<file path="src/rtl/mc_control.sv">
// mc_control - multicycle control unit for the RV32I core.
//
// Sequences each instruction through only the states its opcode needs. It
// waits on a ready/request memory handshake and traps on illegal opcodes or
// on a memory wait longer than MEM_TIMEOUT cycles.
//
// Optional feature macro: MC_CONTROL_PERF_EN
//   Defined   : cycle_cnt / retired_cnt are live wrapping counters.
//   Undefined : both outputs are tied to 0 and no counter flops exist.
//
// Ports:
//   clk           in   rising-edge clock
//   reset         in   asynchronous, active-high; forces FETCH
//   instr[31:0]   in   IR contents, stable from DECODE until the next FETCH
//   mem_ready     in   memory completes the current request this cycle
//   trap_clear    in   leaves TRAP back to FETCH
//   current_state out  state code (see table below)
//   mem_req       out  memory request (FETCH, MEM_RD, MEM_WR)
//   mem_we        out  memory write (MEM_WR)
//   ir_write      out  load IR (FETCH & mem_ready)
//   pc_write      out  PC += 4 (FETCH & mem_ready)
//   reg_write     out  register-file write (MEM_WB, ALU_WB)
//   instr_done    out  one-cycle retire pulse
//   trap          out  high while in TRAP
//   trap_cause    out  01 illegal opcode, 10 memory timeout
//   cycle_cnt     out  cycles since reset
//   retired_cnt   out  retired instructions
//
// state   | code | meaning
// FETCH   | 0    | request instruction word, wait for mem_ready
// DECODE  | 1    | check opcode legality
// EXECUTE | 2    | ALU op / address calc; branches retire here
// MEM_RD  | 3    | load request, wait for mem_ready
// MEM_WR  | 4    | store request, retires when mem_ready
// MEM_WB  | 5    | load result to register file
// ALU_WB  | 6    | ALU result to register file
// TRAP    | 15   | halted until trap_clear

module mc_control #(
  parameter int MEM_TIMEOUT = 15,
  parameter int PERF_W      = 32
) (
  input  logic              clk,
  input  logic              reset,
  input  logic [31:0]       instr,
  input  logic              mem_ready,
  input  logic              trap_clear,
  output logic [3:0]        current_state,
  output logic              mem_req,
  output logic              mem_we,
  output logic              ir_write,
  output logic              pc_write,
  output logic              reg_write,
  output logic              instr_done,
  output logic              trap,
  output logic [1:0]        trap_cause,
  output logic [PERF_W-1:0] cycle_cnt,
  output logic [PERF_W-1:0] retired_cnt
);

  typedef enum logic [3:0] {
    S_FETCH   = 4'd0,
    S_DECODE  = 4'd1,
    S_EXECUTE = 4'd2,
    S_MEM_RD  = 4'd3,
    S_MEM_WR  = 4'd4,
    S_MEM_WB  = 4'd5,
    S_ALU_WB  = 4'd6,
    S_TRAP    = 4'd15
  } state_t;

  localparam logic [6:0] OP_LOAD   = 7'b0000011;
  localparam logic [6:0] OP_STORE  = 7'b0100011;
  localparam logic [6:0] OP_RTYPE  = 7'b0110011;
  localparam logic [6:0] OP_ITYPE  = 7'b0010011;
  localparam logic [6:0] OP_BRANCH = 7'b1100011;
  localparam logic [6:0] OP_JAL    = 7'b1101111;
  localparam logic [6:0] OP_JALR   = 7'b1100111;
  localparam logic [6:0] OP_LUI    = 7'b0110111;
  localparam logic [6:0] OP_AUIPC  = 7'b0010111;

  localparam logic [1:0] CAUSE_ILLEGAL = 2'b01;
  localparam logic [1:0] CAUSE_TIMEOUT = 2'b10;

  localparam int WAIT_W = (MEM_TIMEOUT > 0) ? $clog2(MEM_TIMEOUT + 1) : 1;
  localparam logic [WAIT_W-1:0] WAIT_LIMIT = WAIT_W'(MEM_TIMEOUT);

  state_t            state;
  state_t            state_nxt;
  logic [1:0]        cause_nxt;
  logic [WAIT_W-1:0] wait_cnt;
  logic [6:0]        opcode;
  logic              legal;
  logic              wait_state;
  logic              timeout;
  logic              instr_unused;

  assign opcode       = instr[6:0];
  assign instr_unused = ^instr[31:7];

  always_comb begin
    case (opcode)
      OP_LOAD, OP_STORE, OP_RTYPE, OP_ITYPE, OP_BRANCH,
      OP_JAL, OP_JALR, OP_LUI, OP_AUIPC: legal = 1'b1;
      default:                           legal = 1'b0;
    endcase
  end

  assign wait_state = (state == S_FETCH) || (state == S_MEM_RD) || (state == S_MEM_WR);
  // The counter holds the number of stall cycles already spent. mem_ready in
  // the cycle the limit is reached still completes the access.
  assign timeout = (MEM_TIMEOUT != 0) && wait_state && !mem_ready && (wait_cnt == WAIT_LIMIT);

  always_comb begin
    state_nxt = state;
    cause_nxt = trap_cause;
    case (state)
      S_FETCH: begin
        if (mem_ready) begin
          state_nxt = S_DECODE;
        end else if (timeout) begin
          state_nxt = S_TRAP;
          cause_nxt = CAUSE_TIMEOUT;
        end
      end
      S_DECODE: begin
        if (legal) begin
          state_nxt = S_EXECUTE;
        end else begin
          state_nxt = S_TRAP;
          cause_nxt = CAUSE_ILLEGAL;
        end
      end
      S_EXECUTE: begin
        case (opcode)
          OP_LOAD:   state_nxt = S_MEM_RD;
          OP_STORE:  state_nxt = S_MEM_WR;
          OP_BRANCH: state_nxt = S_FETCH;
          default:   state_nxt = S_ALU_WB;
        endcase
      end
      S_MEM_RD: begin
        if (mem_ready) begin
          state_nxt = S_MEM_WB;
        end else if (timeout) begin
          state_nxt = S_TRAP;
          cause_nxt = CAUSE_TIMEOUT;
        end
      end
      S_MEM_WR: begin
        if (mem_ready) begin
          state_nxt = S_FETCH;
        end else if (timeout) begin
          state_nxt = S_TRAP;
          cause_nxt = CAUSE_TIMEOUT;
        end
      end
      S_MEM_WB: state_nxt = S_FETCH;
      S_ALU_WB: state_nxt = S_FETCH;
      S_TRAP: begin
        if (trap_clear) begin
          state_nxt = S_FETCH;
          cause_nxt = 2'b00;
        end
      end
      default: begin
        state_nxt = S_TRAP;
        cause_nxt = CAUSE_ILLEGAL;
      end
    endcase
  end

  always_ff @(posedge clk or posedge reset) begin
    if (reset) begin
      state      <= S_FETCH;
      trap_cause <= 2'b00;
      wait_cnt   <= '0;
    end else begin
      state      <= state_nxt;
      trap_cause <= cause_nxt;
      // Any state change clears the counter, which covers every entry into
      // FETCH, MEM_RD and MEM_WR.
      if (state_nxt != state) begin
        wait_cnt <= '0;
      end else if ((MEM_TIMEOUT != 0) && wait_state && !mem_ready && (wait_cnt != WAIT_LIMIT)) begin
        wait_cnt <= wait_cnt + WAIT_W'(1);
      end
    end
  end

  always_comb begin
    current_state = state;
    mem_req       = wait_state;
    mem_we        = (state == S_MEM_WR);
    // Gated by reset so a high mem_ready cannot strobe the IR/PC while held.
    ir_write      = (state == S_FETCH) && mem_ready && !reset;
    pc_write      = ir_write;
    reg_write     = (state == S_MEM_WB) || (state == S_ALU_WB);
    trap          = (state == S_TRAP);
    instr_done    = (state == S_ALU_WB) || (state == S_MEM_WB) ||
                    ((state == S_MEM_WR) && mem_ready) ||
                    ((state == S_EXECUTE) && (opcode == OP_BRANCH));
  end

`ifdef MC_CONTROL_PERF_EN
  always_ff @(posedge clk or posedge reset) begin
    if (reset) begin
      cycle_cnt   <= '0;
      retired_cnt <= '0;
    end else begin
      cycle_cnt <= cycle_cnt + PERF_W'(1);
      if (instr_done) begin
        retired_cnt <= retired_cnt + PERF_W'(1);
      end
    end
  end
`else
  assign cycle_cnt   = '0;
  assign retired_cnt = '0;
`endif

endmodule

</file>
<file path="config.mk">
export PLATFORM = sky130hd
export DESIGN_NAME = mc_control
export DESIGN_NICKNAME = d
export VERILOG_FILES = /design/src/rtl/mc_control.sv
export SDC_FILE = /design/constraint.sdc
export NUM_CORES = 1
export LEC_CHECK = 0
export ABC_AREA = 1
export ABC_CLOCK_PERIOD_IN_PS = 2000
export CORE_UTILIZATION = 34
export CTS_CLUSTER_DIAMETER = 30
export CTS_CLUSTER_SIZE = 14
export DETAILED_ROUTE_END_ITERATION = 6
export PLACE_DENSITY = 0.82
export SLEW_MARGIN = 40
export SYNTH_ARGS = -nofsm -noshare
export SYNTH_HDL_FRONTEND = slang
export SYNTH_SLANG_ARGS = --single-unit
</file>
<file path="constraint.sdc">
create_clock -name clk -period 2 [get_ports clk]
set_input_delay 0.3 -clock clk [delete_from_list [all_inputs] [get_ports clk]]
set_output_delay 0.3 -clock clk [all_outputs]
set_load 0.02 [all_outputs]
</file>
==> summary.md, run 1 <==
| Metric | Value |
|---|---|
| Slew Viols, Final | 0 |
| Clock Latency Late Sink | 240 ps |
| Req. time, crit path | 1700 ps |
| Max Fanout on Critical Path | 5 |
| Pwr/cell area | 1290 nW/um^2 |
| TritonCTS clock tree | done |
| CP Buf/Inv Count | 3 |
| Core ar. | 4030 sq um |
| Die footprint | 4460 sq um |
| Initial detailed-routing violation count | 40 |
| Reg2Reg Depth | 14 |
| Die height | 66.8 um |
| Final core utilization | 0.398 |
| Sequential-to-total area share from yosys stat | 0.175 |
| Clock skew | 0.724 ps |
| Max-cap violations | 0 |
| Slowest cell on the critical path | clkdlybuf4s50_1 |
| Mean Syn Cell Area | 7.17 sq um |
| Worst min-delay path category | input port to asynchronous set/reset pin |
| DR pass1 iterations | 4 |
| Clock slew at the register clock pins of the worst setup and hold paths | 50 ps |
| WL final | 2500 um |
| Cell Chain, Critical Path | nand2_1 -> inv_1 -> nand2_4 -> inv_1 -> clkdlybuf4s50_1 |
| R2R Path Start | current_state[0] |
| Peak VDD IR | 0.317 mV |
| Largest stage delay, worst path | 600 ps |
| Initial Utilization | 0.354 |
| Worst-case clock buffer depth | 2 |
| Crit path time final | 1930 ps |
| Final Instance Area | 1600 sq um |
| Synth Warn # | 0 |
| Initial antenna violation count | 0 |
| First-pass GRT wire length | 4190 um |
| CTS buffer count | 3 |
| Most used cell, CP | inv_1 |
| # nets final | 273 |
| R2R Path End | wait_cnt[3] |
| N_diodes | 0 |
| Fin Hold WS | 396 ps |
| Post-DP Area | 1560 sq um |
| Setup Crit Path Kind | flip-flop to output pin |
| Share of cells above drive strength 1 | 0.200 |
| H-tree Lvls | 1 |
| Vias post-DR | 1110 |
| Static leakage | 0.919 nW |
| Hold Buf Count CTS | 0 |
| CP endpoint kind | output pin |
| Mapped Area | 1430 sq um |
| # rows | 23 |
| Mapped Cells | 199 |
| Stages on the worst setup path | 5 |
| Fillers | 427 |
| Worst setup path endpoint | trap |
| CTS Sinks | 10 |
| Total power | 2.07 mW |
| R2R Setup Slk | 310 ps |
| Synth Register Bits | 10 |
| Routed Antenna Nets | 0 |
| Area Overhead vs Synth | 12.2% |
| Residual DRC count | 0 |
| CTS root buffer | clkbuf_8 |
| Crit start category | flip-flop |
| Outcome | finished clean |
| F_max | 519 MHz |
| RSZ-0062 raised after global routing | false |
| Critical Path AT | 1630 ps |
| Synth cell types | 29 |
| Grt total ovfl | 0 |
| Final Hold Vio Count | 0 |
| Final GP Congestion | 0.866 |
| Final period util | 0.963 |
| Number of top-level pins | 113 |
| Vias in the first global route | 1000 |
| WL per Instance | 8.78 um |
| Buffers added on ports | 23 |
| Vias per cell | 3.89 |
| Setup Fix Bufs, Post-CTS | 0 |
| Largest net degree at the start of global routing | 11 |
| Die Width | 66.8 um |
| Top Family by Delay on Critical Path | buffers and inverters |
| Final HPWL DP | 2170 um |
| Critical path origin | current_state[2] |
| GRT Total Usage | 0.124 |
| Setup Viol. Count Final | 0 |
## power breakdown
group	switching (mW)	total [mW]	internal, mW	leakage, nW
combinational	0.910	1.46	0.553	0.768
clock	0.0880	0.262	0.174	0.0288
sequential	0.0707	0.341	0.270	0.122
total	1.07	2.07	0.997	0.919
## per-layer routing
metal | GRT usage | wire, um | part of all wire | vias to the layer above
li1 | - | - | - | 571
met1 | 0.133 | 972 | 0.39 | 476
met2 | 0.225 | 1320 | 0.53 | 56
met3 | 0.0325 | 163 | 0.065 | 7
met4 | 0.0585 | 50 | 0.020 | 0
met5 | 0 | 0 | 0 | -
## final cells by class
type	instances	area (sq um)	area share
clock buffers	4	55.1	0.0344
inverters	23	88.8	0.0555
multi-input cells	164	842	0.526
flip-flops and latches	10	251	0.157
well taps	50	62.6	0.0391
repair buffers	34	302	0.188
## what timing repair did
action | CTS | global route
gates resized for setup | 6 | 4
pin swaps | 0 | 0
endpoints found under the setup margin | 6 | 2
cloned | 0 | 0
## layout by cell type, fill, tap and decap left out
cell type / instances
a21oi_1: 3
a22o_1: 1
buf_4: 11
clkbuf_2: 1
clkbuf_8: 4
clkdlybuf4s50_1: 17
conb_1: 64
dfrtp_1: 9
dfrtp_2: 1
dlygate4sd2_1: 5
ha_1: 1
inv_1: 18
inv_2: 4
inv_4: 1
nand2_1: 30
nand2_2: 5
nand2_4: 3
nand3_1: 11
nand3_2: 4
nand3_4: 1
nand4_1: 4
nor2_1: 14
nor2_2: 6
nor2_4: 2
nor2_8: 2
nor3_1: 1
nor3_2: 1
o21a_1: 1
o21ai_0: 4
o21ai_1: 1
o21bai_4: 1
o22ai_1: 1
o31ai_1: 1
xnor2_1: 1
xor2_1: 1
## cell usage after synthesis
cell type  number  area, sq um
conb_1          1         3.75
nor2_8          2         40.0
nand3_1        11         55.1
o22ai_1         1         6.26
dfrtp_1        10          250
o21bai_4        1         18.8
a22o_1          1         8.76
nand3_4         1         17.5
xnor2_1         1         8.76
inv_4           1         6.26
o21ai_0         4         20.0
a21oi_1         3         15.0
xor2_1          1         8.76
nand4_1         4         25.0
nor2_4          2         22.5
buf_4          65          488
nand3_2         4         40.0
nor3_1          2         10.0
o31ai_1         1         7.51
inv_1          18         67.6
nand2_4         3         33.8
ha_1            1         12.5
o21ai_1         1         5.00
inv_2           4         15.0
nor2_2          6         37.5
nand2_2         5         31.3
nor2_1         14         52.6
nand2_1        30          113
o21a_1          1         7.51
## cells by family (layout without fill, tap and decap cells)
kind of cell               after synthesis  in the layout  share of synthesized area
adders and majority gates                1              1                    0.00876
other                                    1             64                    0.00263
and+or+nand+nor                         84             84                      0.335
buffers and inverters                   88             61                      0.404
DFF                                     10             10                      0.175
AOI/OAI and AO/OA                       13             13                     0.0622
xor gates and xnor gates                 2              2                     0.0123
## how the worst min path moves through the flow
stage / start / end / slack, ps / depth (start not counted)
global route: reset / wait_cnt[3] / 430 / 2
floorplan: reset / current_state[0] / 140 / 1
detailed placement: trap_cause[1] / trap_cause[1] / 510 / 1
global placement: trap_cause[1] / trap_cause[1] / 470 / 1
finish: reset / current_state[2] / 400 / 2
CTS: reset / wait_cnt[3] / 410 / 2
## through the flow
step                      std cells  worst slack (ps)  setup TNS, ps
after floorplan                 262               204              0
final                           285              73.2              0
after global routing            285              4.74              0
after global placement          281              -274           -477
after CTS                       285              16.3              0
after detailed placement        281              -291           -499
## registers in the layout (all words and copies together) (netlist names)
signal / count
trap_cause: 2
wait_cnt: 4
current_state: 4
Power figures use the tool's default switching activity.
==> run 2, diff against run 1 <==
HOLD_SLACK_MARGIN = 0.03   (was default)
PLACE_DENSITY = 0.8   (was 0.82)
==> run 2 against run 1 <==
  * Die area unchanged
  * Final area rose by 1.1%
  * Via count grew 1.4%
  * Hold slack worse by 3.6 ps
  * Combinational power barely moved
  * Register-to-register slack about the same
  * Fmax rose by 2.5%
  * Clock skew about the same
  * Non-clock buffer count grew 2
  * Sequential share of layout area barely moved
  * Core utilization increased by 0.43 points
  * Setup slack better by 47 ps
  * Critical path type unchanged
==> summary.md, run 2 (synthesis results as in run 1) <==
| Metric | Value |
|---|---|
| Seq pwr share | 0.170 |
| Worst-case clock buffer depth | 2 |
| Placed cells | 283 |
| Final Instance Area | 1620 sq um |
| Setup Viol. Count Final | 0 |
| Final period util | 0.940 |
| TritonCTS clock tree | done |
| Vias post-DR | 1126 |
| F_max | 532 MHz |
| Crit path time final | 1880 ps |
| CTS Sinks | 10 |
| Post-DP Area | 1570 sq um |
| Die Width | 66.8 um |
| Crit start category | flip-flop |
| Vias per cell | 3.92 |
| R2R Path End | trap_cause[1] |
| Fillers | 436 |
| Worst setup path endpoint | trap |
| Internal power | 1.00 mW |
| Core ar. | 4030 sq um |
| R2R Setup Slk | 310 ps |
| Worst min-delay path category | input port to asynchronous set/reset pin |
| Hold Buf Count CTS | 0 |
| First-pass GRT wire length | 4030 um |
| Buffers added on ports | 23 |
| Die height | 66.8 um |
| Die footprint | 4460 sq um |
| Clock Latency Late Sink | 230 ps |
| Req. time, crit path | 1700 ps |
| Pwr/cell area | 1270 nW/um^2 |
| Outcome | finished clean |
| WL final | 2420 um |
| Clock skew | 0.872 ps |
| Slew Viols, Final | 0 |
| RSZ-0062 raised after global routing | false |
| Clock slew at the register clock pins of the worst setup and hold paths | 50 ps |
| R2R Path Start | current_state[1] |
| N_diodes | 0 |
| Max-cap violations | 0 |
| Final GP Congestion | 0.878 |
| H-tree Lvls | 1 |
| Peak VDD IR | 0.292 mV |
| Comb power frac | 0.710 |
| Setup Crit Path Kind | flip-flop to output pin |
| Reg2Reg Depth | 9 |
| Largest net degree at the start of global routing | 11 |
| Sw power | 1.06 mW |
| Share of cells above drive strength 1 | 0.215 |
| Most frequent cells in the layout | conb_1 (64), nand2_1 (30), inv_1 (18) |
| Static leakage | 0.926 nW |
| Area Overhead vs Synth | 13.4% |
| CTS root buffer | clkbuf_8 |
| CP endpoint kind | output pin |
| Vias in the first global route | 929 |
| Initial antenna violation count | 0 |
| Final Hold Vio Count | 0 |
| Commonest non-fill, non-tap cell in the layout | conb_1 |
| Number of top-level pins | 113 |
| Layout Cells excl Fill | 287 |
| DR pass1 iterations | 4 |
| Switching Fraction | 0.514 |
| Residual DRC count | 0 |
| Max Fanout on Critical Path | 5 |
| CTS buffer count | 3 |
| Routed Antenna Nets | 0 |
| # rows | 23 |
| Initial detailed-routing violation count | 32 |
| Clock power share | 0.120 |
| Critical path origin | current_state[0] |
| GRT Total Usage | 0.117 |
| Final HPWL DP | 2170 um |
| Initial Utilization | 0.354 |
| Grt total ovfl | 0 |
| Critical Path AT | 1580 ps |
| WL per Instance | 8.43 um |
| # nets final | 275 |
run 2: cell types whose count changed in the layout (fill, tap and decap cells not counted):
cell,delta
dfrtp_2,+2
dfrtp_1,-2
buf_4,+2
run 2: routing by layer:
metal | vias up | track usage | routed length [um]
li1 | 575 | - | -
met2 | 50 | 0.220 | 1280
met5 | - | 0 | 0
met3 | 4 | 0.0205 | 122
met1 | 497 | 0.129 | 980
met4 | 0 | 0.0452 | 42
run 2: final cells by class:
type / count / area [sq um] / share of cell area
Multi-Input combinational cell: 164 / 842 / 0.520
Timing Repair Buffer: 36 / 317 / 0.196
Sequential cell: 10 / 254 / 0.157
Inverter: 23 / 88.8 / 0.0549
Clock buffer: 4 / 55.1 / 0.0340
Tap cell: 50 / 62.6 / 0.0386
run 2: repair_timing:
action | in CTS | in global routing
pin swaps | 0 | 0
setup buffers | 0 | 0
resized for setup | 6 | 6
setup endpoints to repair | 6 | 2
run 2: power groups by stage:
| stage | combinational (mW) | sequential (mW) | clock, mW |
|---|---|---|---|
| 2_1_floorplan | 1.09 | 0.407 | 0 |
| 4_1_cts | 1.47 | 0.343 | 0.258 |
| 6_report | 1.46 | 0.349 | 0.247 |
| 3_3_place_gp | 1.46 | 0.342 | 0 |
| 5_1_grt | 1.62 | 0.365 | 0.267 |
| 3_5_place_dp | 1.49 | 0.346 | 0 |
run 2: worst min path at each step:
stage / startpoint / to / slack (ps)
2_1_floorplan: reset / current_state[0] / 140
3_3_place_gp: trap_cause[1] / trap_cause[1] / 470
3_5_place_dp: trap_cause[1] / trap_cause[1] / 480
4_1_cts: reset / wait_cnt[3] / 400
5_1_grt: reset / wait_cnt[3] / 420
6_report: reset / wait_cnt[1] / 390
run 2: critical path, stage by stage, from the launching register on:
cell and delay, ps:
dfrtp_2 420, nand2_2 100, inv_4 80, nand2_4 80
inv_1 80, clkdlybuf4s50_1 600
run 2: stage by stage:
| step | total power [mW] | setup TNS [ps] | hold WS, ps | utilization | setup WS, ps |
|---|---|---|---|---|---|
| 2_1_floorplan | 1.49 | 0 | 140 | - | 204 |
| 3_3_place_gp | 1.81 | -473 | 472 | 0.390 | -270 |
| 3_5_place_dp | 1.84 | -469 | 480 | 0.390 | -273 |
| 4_1_cts | 2.08 | 0 | 399 | 0.402 | 20.0 |
| 5_1_grt | 2.25 | 0 | 418 | 0.402 | 9.53 |
| 6_report | 2.06 | 0 | 393 | 0.402 | 120 |
==> run 3, diff against run 2 <==
ABC_CLOCK_PERIOD_IN_PS = 1550   (was 2000)
CORE_UTILIZATION = 30   (was 34)
PLACE_DENSITY = 0.75   (was 0.8)
REMOVE_ABC_BUFFERS = 1   (was default)
clock period = 1.55 ns   (was 2 ns; I/O delays follow)
==> run 3 against run 2 <==
  * The run now ends with design-rule violations, negative setup slack left
  * Via count up 17%
  * Power up 78%
  * First-iteration DRC count up 110%
  * Count of clock-buffer cells in the layout unchanged
  * Non-clock buffer count up 37
  * Cell count up 14%
  * Register-to-register slack worse by 550 ps
  * Critical path depth up 7
  * Core utilization up 6.2 points
  * Wire length up 39%
  * Critical endpoint is now wait_cnt[2]
==> summary.md, run 3 (synthesis results as in run 1) <==
| Metric | Value |
|---|---|
| First-pass GRT wire length | 5060 um |
| Max Fanout on Critical Path | 5 |
| Static leakage | 1.14 nW |
| Most used cell, CP | nor2_2 |
| Grt total ovfl | 0 |
| Vias in the first global route | 1171 |
| Clock Latency Late Sink | 240 ps |
| TritonCTS clock tree | done |
| Failing checks | design-rule violations, negative setup slack |
| Vias per cell | 4.04 |
| Req. time, crit path | 1730 ps |
| Layout Cells excl Fill | 326 |
| Total power | 3.67 mW |
| Die footprint | 5040 sq um |
| GRT Total Usage | 0.129 |
| Commonest non-fill, non-tap cell in the layout | conb_1 |
| CTS Sinks | 10 |
| Pwr/cell area | 1770 nW/um^2 |
| CTS root buffer | clkbuf_8 |
| Setup Crit Path Kind | flip-flop to flip-flop |
| Clock skew | 0.969 ps |
| Max-cap violations | 0 |
| Most frequent cells in the layout | conb_1 (64), buf_4 (44), nand2_1 (25) |
| Critical Path AT | 1970 ps |
| H-tree Lvls | 1 |
| Share of cells above drive strength 1 | 0.420 |
| Final period util | 1.16 |
| Crit path time final | 1790 ps |
| Fillers | 405 |
| Area Overhead vs Synth | 45.3% |
| Die Width | 71.0 um |
| Initial detailed-routing violation count | 68 |
| Hold Buf Count CTS | 0 |
| Worst min-delay path category | input port to asynchronous set/reset pin |
| N_diodes | 0 |
| Final GP Congestion | 0.922 |
| Crit start category | flip-flop |
| WL per Instance | 10.3 um |
| CP endpoint kind | flip-flop |
| Pre-CTS setup slack | -560 ps |
| Outcome | finished, violations left |
| RSZ-0062 raised after global routing | true |
| Setup Viol. Count Final | 11 |
| Setup slack after layout | -241 ps |
| Post-DP Area | 1750 sq um |
| Initial antenna violation count | 0 |
| # rows | 24 |
| Final Hold Vio Count | 0 |
| Slowest cell on the critical path | dfrtp_2 |
| Initial Utilization | 0.319 |
| Placed cells | 309 |
| Final Instance Area | 2070 sq um |
| Core ar. | 4470 sq um |
| Cell Chain, Critical Path | buf_4 -> nor2_2 -> nand2_2 -> nand2_4 -> nand3_2 -> nand3_2 -> nor2_4 -> nand2_1 -> nand2_1 -> nor2_2 -> nand3_4 -> nor2_2 |
| WL final | 3370 um |
| F_max | 558 MHz |
| Residual DRC count | 8 |
| Buffers added on ports | 23 |
| Number of top-level pins | 113 |
| Largest net degree at the start of global routing | 11 |
| Slew Viols, Final | 0 |
| CTS buffer count | 3 |
| Peak VDD IR | 0.538 mV |
| Worst-case clock buffer depth | 2 |
| Die height | 71.0 um |
| Clock slew at the register clock pins of the worst setup and hold paths | 50 ps |
| Final HPWL DP | 2460 um |
| DR pass1 iterations | 7 |
| # nets final | 312 |
| Routed Antenna Nets | 0 |
| Vias post-DR | 1316 |
| Largest stage delay, worst path | 450 ps |
run 3: cell types whose count changed in the layout (fill, tap and decap cells not counted), moves of 3 or more:
cell / change
nor2_2: +3
nor2_4: +4
buf_6: +12
clkdlybuf4s50_1: -6
inv_1: -3
nand3_1: -3
nand2_1: -5
nor2_1: -7
nand2_4: +3
buf_4: +31
run 3: worst paths after layout:
path / slack (ps) / cells after the start / end / start
setup reg to reg: -240 / 12 / wait_cnt[2] / current_state[0]
setup / recovery: -240 / 12 / wait_cnt[2] / current_state[0]
hold reg to reg: 500 / 1 / trap_cause[1] / trap_cause[1]
hold / removal: 380 / 2 / trap_cause[0] / reset
min in group clk: 500 / 1 / trap_cause[1] / trap_cause[1]
max in group asynchronous: 850 / 2 / current_state[0] / reset
run 3: per-layer routing:
layer  track usage  vias to the layer above  part of all wire  wire length, um
li1              -                      641                 -                -
met4        0.0733                        0             0.036              123
met1         0.146                      600              0.39             1320
met2         0.235                       64              0.53             1790
met5             0                        -                 0                0
met3        0.0128                       11             0.041              138
run 3: report_power, final:
group	switching, mW	internal [mW]	leakage, nW
clock	0.117	0.225	0.0288
sequential	0.0793	0.349	0.122
combinational	1.62	1.28	0.991
total	1.82	1.85	1.14
run 3: area by class of cell:
class | count | area (sq um) | area share
multi-input combinational | 164 | 978 | 0.472
timing repair buffer | 73 | 631 | 0.304
sequential | 10 | 251 | 0.121
inverter | 23 | 93.8 | 0.0452
tap | 52 | 65.1 | 0.0314
clock buffer | 4 | 55.1 | 0.0265
run 3: timing repair:
action | 4_1_cts | 5_1_grt
pin swaps | 20 | 17
endpoints found under the hold margin | 0 | 0
endpoints found under the setup margin | 17 | 15
gates resized for setup | 63 | 31
buffers inserted | 7 | 6
run 3: stage by stage:
step	setup TNS [ps]	hold slack [ps]	utilization
floorplan	-1900	72.7	-
CTS	-1090	347	0.429
global route	-2570	407	0.464
detailed placement	-3760	493	0.391
finish	-1610	377	0.464
global placement	-3410	493	0.391
run 3: critical path, delay by kind of cell, from the launching register on:
family                 cells  cell delay, ps
buffers and inverters      1             150
and+or+nand+nor           11            1130
DFF                        1             450
